$ cat src/rtl/fp_pkg.sv
// Shared floating-point constants and bundles.
// Used by the multiplier back-end and rounding helpers.
package fp_pkg;

    localparam int EXP_W  = 8;
    localparam int MAN_W  = 23;
    localparam int PROD_W = 48;

    localparam int          FP_BIAS    = 127;
    localparam int          FP_EXP_MAX = 255;
    localparam logic [30:0] FP_INF31   = 31'h7F800000;

    // Internal exponent is 10-bit signed so that
    // E_mul in [-128,127] plus bias and carries never wraps.
    localparam int IEXP_W = 10;

    typedef struct packed {
        logic [MAN_W-1:0]  mant;
        logic              g;
        logic              s;
        logic [IEXP_W-1:0] e;
        logic [30:0]       op2;
    } s1_t;

endpackage

$ cat src/rtl/fp_round_rne.sv
// Round-to-nearest-even, re-bias carry and saturation.
// Ports: mant_i/g_i/s_i/e1_i in; res_o {exp,mant}, ovf_o, unf_o out.
module fp_round_rne
    import fp_pkg::*;
(
    input  logic [MAN_W-1:0]         mant_i,
    input  logic                     g_i,
    input  logic                     s_i,
    input  logic signed [IEXP_W-1:0] e1_i,
    output logic [30:0]              res_o,
    output logic                     ovf_o,
    output logic                     unf_o
);

    localparam logic signed [IEXP_W-1:0] EMAX = IEXP_W'(FP_EXP_MAX);

    logic                     up;
    logic [MAN_W:0]           mant_r;
    logic [MAN_W-1:0]         mant_f;
    logic signed [IEXP_W-1:0] e2;

    always_comb begin
        up     = g_i & (s_i | mant_i[0]);
        mant_r = {1'b0, mant_i} + {{MAN_W{1'b0}}, up};
        // Carry out of the mantissa: value is 2.0, so bump exponent.
        mant_f = mant_r[MAN_W] ? '0 : mant_r[MAN_W-1:0];
        e2     = e1_i + $signed({{(IEXP_W-1){1'b0}}, mant_r[MAN_W]});

        res_o = '0;
        ovf_o = 1'b0;
        unf_o = 1'b0;
        if (e2 >= EMAX) begin
            res_o = FP_INF31;
            ovf_o = 1'b1;
        end else if (e2 <= 0) begin
            unf_o = 1'b1;
        end else begin
            res_o = {e2[EXP_W-1:0], mant_f};
        end
    end

endmodule

$ cat src/rtl/fp_mul_normalize_pipe.sv
// FP multiplier back-end: normalize, RNE round, re-bias, saturate.
// Ports: clk/rst, valid + M_mul/E_mul/float_in_2 in;
// float_out, float_out_2, ovf, unf, ready out (2-cycle latency).
module fp_mul_normalize_pipe
    import fp_pkg::*;
#(
    parameter int BIAS = FP_BIAS
) (
    input  logic              clk,
    input  logic              rst,
    input  logic              valid,
    input  logic [PROD_W-1:0] M_mul,
    input  logic [EXP_W-1:0]  E_mul,
    input  logic [30:0]       float_in_2,
    output logic [30:0]       float_out,
    output logic [30:0]       float_out_2,
    output logic              ovf,
    output logic              unf,
    output logic              ready
);

    s1_t         s1_d, s1_q;
    logic        s1_vld_q;
    logic [30:0] out_q, out2_q;
    logic        ovf_q, unf_q, ready_q;

    logic [30:0] rnd_res;
    logic        rnd_ovf, rnd_unf;
    logic        shift;

    // Stage 1: product is in [1,4); pick the window under the leading 1.
    always_comb begin
        shift   = M_mul[47];
        s1_d    = '0;
        s1_d.op2 = float_in_2;
        if (shift) begin
            s1_d.mant = M_mul[46:24];
            s1_d.g    = M_mul[23];
            s1_d.s    = |M_mul[22:0];
        end else begin
            s1_d.mant = M_mul[45:23];
            s1_d.g    = M_mul[22];
            s1_d.s    = |M_mul[21:0];
        end
        s1_d.e = {{(IEXP_W-EXP_W){E_mul[EXP_W-1]}}, E_mul}
               + {{(IEXP_W-1){1'b0}}, shift}
               + IEXP_W'(BIAS);
    end

    always_ff @(posedge clk or posedge rst) begin
        if (rst) begin
            s1_q     <= '0;
            s1_vld_q <= 1'b0;
        end else begin
            s1_vld_q <= valid;
            if (valid) s1_q <= s1_d;
        end
    end

    fp_round_rne u_round (
        .mant_i (s1_q.mant),
        .g_i    (s1_q.g),
        .s_i    (s1_q.s),
        .e1_i   ($signed(s1_q.e)),
        .res_o  (rnd_res),
        .ovf_o  (rnd_ovf),
        .unf_o  (rnd_unf)
    );

    // Stage 2: outputs hold the last result between strobes.
    always_ff @(posedge clk or posedge rst) begin
        if (rst) begin
            out_q   <= '0;
            out2_q  <= '0;
            ovf_q   <= 1'b0;
            unf_q   <= 1'b0;
            ready_q <= 1'b0;
        end else begin
            ready_q <= s1_vld_q;
            if (s1_vld_q) begin
                out_q  <= rnd_res;
                out2_q <= s1_q.op2;
                ovf_q  <= rnd_ovf;
                unf_q  <= rnd_unf;
            end
        end
    end

    assign float_out   = out_q;
    assign float_out_2 = out2_q;
    assign ovf         = ovf_q;
    assign unf         = unf_q;
    assign ready       = ready_q;

endmodule
$ cat config.mk
export PLATFORM = sky130hd
export DESIGN_NAME = fp_mul_normalize_pipe
export DESIGN_NICKNAME = d
export VERILOG_FILES = /design/src/rtl/fp_pkg.sv /design/src/rtl/fp_round_rne.sv /design/src/rtl/fp_mul_normalize_pipe.sv
export SDC_FILE = /design/constraint.sdc
export NUM_CORES = 1
export LEC_CHECK = 0
export ABC_AREA = 1
export ABC_CLOCK_PERIOD_IN_PS = 10200
export BUFFER_PORTS_ARGS = -buffer_cell sky130_fd_sc_hd__buf_2
export CORE_MARGIN = 2
export CORE_UTILIZATION = 45
export DETAILED_ROUTE_END_ITERATION = 10
export PLACE_DENSITY = 0.75
export REMOVE_ABC_BUFFERS = 1
export SYNTH_ARGS = -nofsm -noshare
export SYNTH_HDL_FRONTEND = slang
export SYNTH_SLANG_ARGS = --single-unit
export TNS_END_PERCENT = 30
$ cat constraint.sdc
create_clock -name clk -period 10.2 [get_ports clk]
set_clock_uncertainty 0.1 [all_clocks]
set_input_delay 0.51 -clock clk [delete_from_list [all_inputs] [get_ports clk]]
set_output_delay 0.51 -clock clk [all_outputs]
set_load 0.01 [all_outputs]
==> impl_metrics.xml <==
<?xml version="1.0" encoding="UTF-8"?>
<metrics>
  <group name="status">
    <metric name="status" unit="">finished, final reports clean</metric>
  </group>
  <group name="synth">
    <metric name="synth_most_common_cell" unit="">sky130_fd_sc_hd__nand2_1</metric>
    <metric name="postSynthAreaPerCell" unit="um2">8.25</metric>
    <metric name="synth-edff-count" unit="">0</metric>
    <metric name="yosysUniqueCellTypes" unit="">36</metric>
    <metric name="yosysTopAreaCell" unit="">sky130_fd_sc_hd__dfrtp_1</metric>
    <metric name="post_synth_main_area_contributors" unit="">sky130_fd_sc_hd__dfrtp_1 (51%), sky130_fd_sc_hd__nand2_1 (13%), sky130_fd_sc_hd__o21ai_0 (8.4%), sky130_fd_sc_hd__inv_1 (4.9%), sky130_fd_sc_hd__nand3_2 (3.3%)</metric>
    <metric name="post_synth_inst_count" unit="">782</metric>
    <metric name="netlist_top_cells_count" unit="">sky130_fd_sc_hd__nand2_1 (231), sky130_fd_sc_hd__dfrtp_1 (132), sky130_fd_sc_hd__o21ai_0 (108), sky130_fd_sc_hd__inv_1 (85), sky130_fd_sc_hd__nor2_1 (56)</metric>
    <metric name="synthesis.yosys.warnings" unit="">0</metric>
    <metric name="async_reset_ff_frac" unit="">1.00</metric>
    <metric name="synth.cell_area" unit="um2">6450</metric>
    <metric name="ys_dominant_reg_cell" unit="">sky130_fd_sc_hd__dfrtp_1</metric>
    <metric name="synth_seq_cells" unit="">132</metric>
    <metric name="ys_seq_area_frac" unit="">0.512</metric>
    <metric name="synth.top_cell.area_share" unit="">0.512</metric>
  </group>
  <group name="floorplan">
    <metric name="ios" unit="">155</metric>
    <metric name="die_h" unit="um">124</metric>
    <metric name="initial_utilization" unit="">0.463</metric>
    <metric name="die_w" unit="um">124</metric>
    <metric name="core" unit="um2">13900</metric>
    <metric name="rows" unit="">43</metric>
    <metric name="design.die.area" unit="um2">15300</metric>
  </group>
  <group name="critical_path">
    <metric name="critical_path.startpoint_type" unit="">flip-flop</metric>
    <metric name="worst-r2r-setup-slack" unit="ps">6160</metric>
    <metric name="worst-setup-path-type" unit="">reg -&gt; reg</metric>
    <metric name="reg2reg_from" unit="">s1_q[43]</metric>
    <metric name="number_of_cells_on_the_worst_reg_to_reg_path" unit="">17</metric>
    <metric name="critPathMaxFanout" unit="">31</metric>
    <metric name="setup.worst_path.end_class" unit="">flip-flop</metric>
    <metric name="cp_data_required_time" unit="ps">10390</metric>
    <metric name="timing.critical_path.arrival" unit="ps">4230</metric>
    <metric name="r2r-end" unit="">float_out[22]</metric>
  </group>
  <group name="timing">
    <metric name="min_period" unit="ps">4040</metric>
    <metric name="max_slew.worst_pin.slew" unit="ps">909</metric>
    <metric name="final.period_utilization" unit="">0.396</metric>
    <metric name="grt_setup_unrepaired" unit="">false</metric>
    <metric name="timing.final.hold_violations" unit="">0</metric>
    <metric name="fin_setup_tns" unit="ps">0</metric>
    <metric name="maxSlewHeadroom" unit="">0.394</metric>
    <metric name="achievable-frequency" unit="MHz">247</metric>
    <metric name="setup-violations-final" unit="">0</metric>
    <metric name="pins_over_their_slew_limit" unit="">0</metric>
  </group>
  <group name="power">
    <metric name="total_power" unit="W">0.00141</metric>
    <metric name="power_leakage" unit="nW">4.12</metric>
    <metric name="power_per_cell_area" unit="nW/um2">179</metric>
    <metric name="vdd.ir_drop.worst" unit="mV">0.117</metric>
  </group>
  <group name="finish">
    <metric name="num-nets-final" unit="">1022</metric>
    <metric name="drive_gt1_frac" unit="">0.241</metric>
    <metric name="areaGrowthSynthToFinish" unit="%">22.3</metric>
  </group>
  <group name="clock_tree">
    <metric name="clkLatencyLatePin" unit="ps">420</metric>
    <metric name="cts.clk_slew.worst_paths" unit="ps">50</metric>
    <metric name="ctsHtreeMaxLevel" unit="">4</metric>
    <metric name="clock_sinks" unit="">132</metric>
    <metric name="cts.repair.resized" unit="">0</metric>
    <metric name="clk_path_buf_depth" unit="">2</metric>
    <metric name="cts_tree" unit="">built</metric>
    <metric name="cts_setup_buffers" unit="">0</metric>
    <metric name="holdBufCountCts" unit="">0</metric>
    <metric name="ctsRootBufferMaster" unit="">sky130_fd_sc_hd__clkbuf_16</metric>
    <metric name="numCtsBuffers" unit="">17</metric>
  </group>
  <group name="place">
    <metric name="finalWeightedCongestion" unit="">0.861</metric>
    <metric name="place_hpwl" unit="um">10300</metric>
    <metric name="port_buffers" unit="">154</metric>
  </group>
  <group name="route">
    <metric name="detailedRoute.firstIterationViolations" unit="">271</metric>
    <metric name="vias" unit="">5383</metric>
    <metric name="drtPass1Iterations" unit="">4</metric>
    <metric name="avgRoutedWirePerCell" unit="um">13.0</metric>
    <metric name="totalWireLength" unit="um">14600</metric>
    <metric name="antenna_violating_nets_post_route" unit="">0</metric>
    <metric name="drt_drc_violations_left" unit="">0</metric>
    <metric name="vias_per_cell" unit="">4.81</metric>
  </group>
  <group name="global_route">
    <metric name="grt_max_degree" unit="">69</metric>
    <metric name="grtUsageTotal" unit="">0.203</metric>
    <metric name="global_route.overflow_total" unit="">0</metric>
    <metric name="antenna_found_initial" unit="">0</metric>
    <metric name="first_global_vias" unit="">5166</metric>
    <metric name="wire_length_of_the_first_global_routing_pass" unit="um">24400</metric>
  </group>
  <group name="min_path">
    <metric name="hold_class" unit="">in -&gt; async</metric>
  </group>
  <group name="run">
    <metric name="max_cap_viol_count" unit="">0</metric>
  </group>
</metrics>
[worst max path at each step]
stage / from / to / cells after the start
6_report: s1_q[43] / float_out[22] / 17
5_1_grt: s1_q[43] / float_out[22] / 20
4_1_cts: s1_q[43] / float_out[22] / 17
3_5_place_dp: s1_q[43] / float_out[22] / 17
3_3_place_gp: s1_q[43] / float_out[21] / 17
2_1_floorplan: rst / float_out[0] / 1
[kinds of logic after synthesis]
family,after synthesis,synth area share
compound gates,132,0.107
xor+xnor,18,0.0274
fa+ha+maj,7,0.0136
buf+inv,123,0.0788
flops,132,0.512
simple gates,370,0.261
[final cells by class]
cell class              instances  area, um2
fillers                      1341       6050
flip-flops and latches        132       3300
diodes                          1       2.50
well taps                     180        225
inverters                      90        343
clock buffers                  23        478
multi-input cells             527       2640
repair buffers                157        793
clock inverters                 9        103
[flip-flops by register name, summed over array words and instances (netlist names)]
name and flops:
float_out 31, ovf 1, unf 1, float_out_2 31, s1_q 66, s1_vld_q 1, ready 1
[cell usage in the layout (no fill, tap or decap), drive strengths merged]
cell type and instances:
clkbuf 23, buf 157, dfrtp 132, nor4 5, bufinv 2, xnor2 4
diode 1, a22oi 1, nor2 61, or2 1, nand2 237, o21bai 2
nand3 54, nor3 6, xor2 14, clkinvlp 3, nand3b 1, o22ai 14
clkinv 5, a21oi 4, nand4 5, ha 7, a31oi 2, o21ai 109
inv 89
[power breakdown]
group	switching (W)	leakage (nW)	internal, W
sequential	0.0000370	1.62	0.000580
clock	0.000216	0.279	0.000377
combinational	0.000124	2.23	0.0000776
total	0.000377	4.12	0.00103
[metrics by stage]
stage	cells	hold slack [ps]	util	cell area, um2	worst slack (ps)
after floorplan	749	359	-	6280	6060
after global placement	1086	358	0.524	7300	6320
after detailed placement	1086	362	0.524	7300	6180
after CTS	1118	191	0.566	7880	6150
after global routing	1118	211	0.566	7880	5710
final	1119	165	0.566	7890	6160
[critical path: stages (launching register included)]
cell and delay [ps]:
sky130_fd_sc_hd__dfrtp_1 350, sky130_fd_sc_hd__inv_1 60, sky130_fd_sc_hd__a21oi_1 140, sky130_fd_sc_hd__ha_1 200, sky130_fd_sc_hd__nand2_1 80, sky130_fd_sc_hd__nor2_1 300
sky130_fd_sc_hd__nand3b_1 170, sky130_fd_sc_hd__nor2_1 150, sky130_fd_sc_hd__nand4_1 150, sky130_fd_sc_hd__inv_1 90, sky130_fd_sc_hd__ha_1 220, sky130_fd_sc_hd__nand2_1 120
sky130_fd_sc_hd__nor2_4 160, sky130_fd_sc_hd__nand4_2 170, sky130_fd_sc_hd__xor2_4 330, sky130_fd_sc_hd__nand3_2 710, sky130_fd_sc_hd__nand3_1 310, sky130_fd_sc_hd__nand2_1 80
[layer usage]
| layer | track usage | wire length [um] |
|---|---|---|
| met5 | 0 | 0 |
| met4 | 0.0675 | 244 |
| met3 | 0.0403 | 769 |
| met2 | 0.338 | 6850 |
| met1 | 0.267 | 6710 |
(Power assumes the default switching activity.)
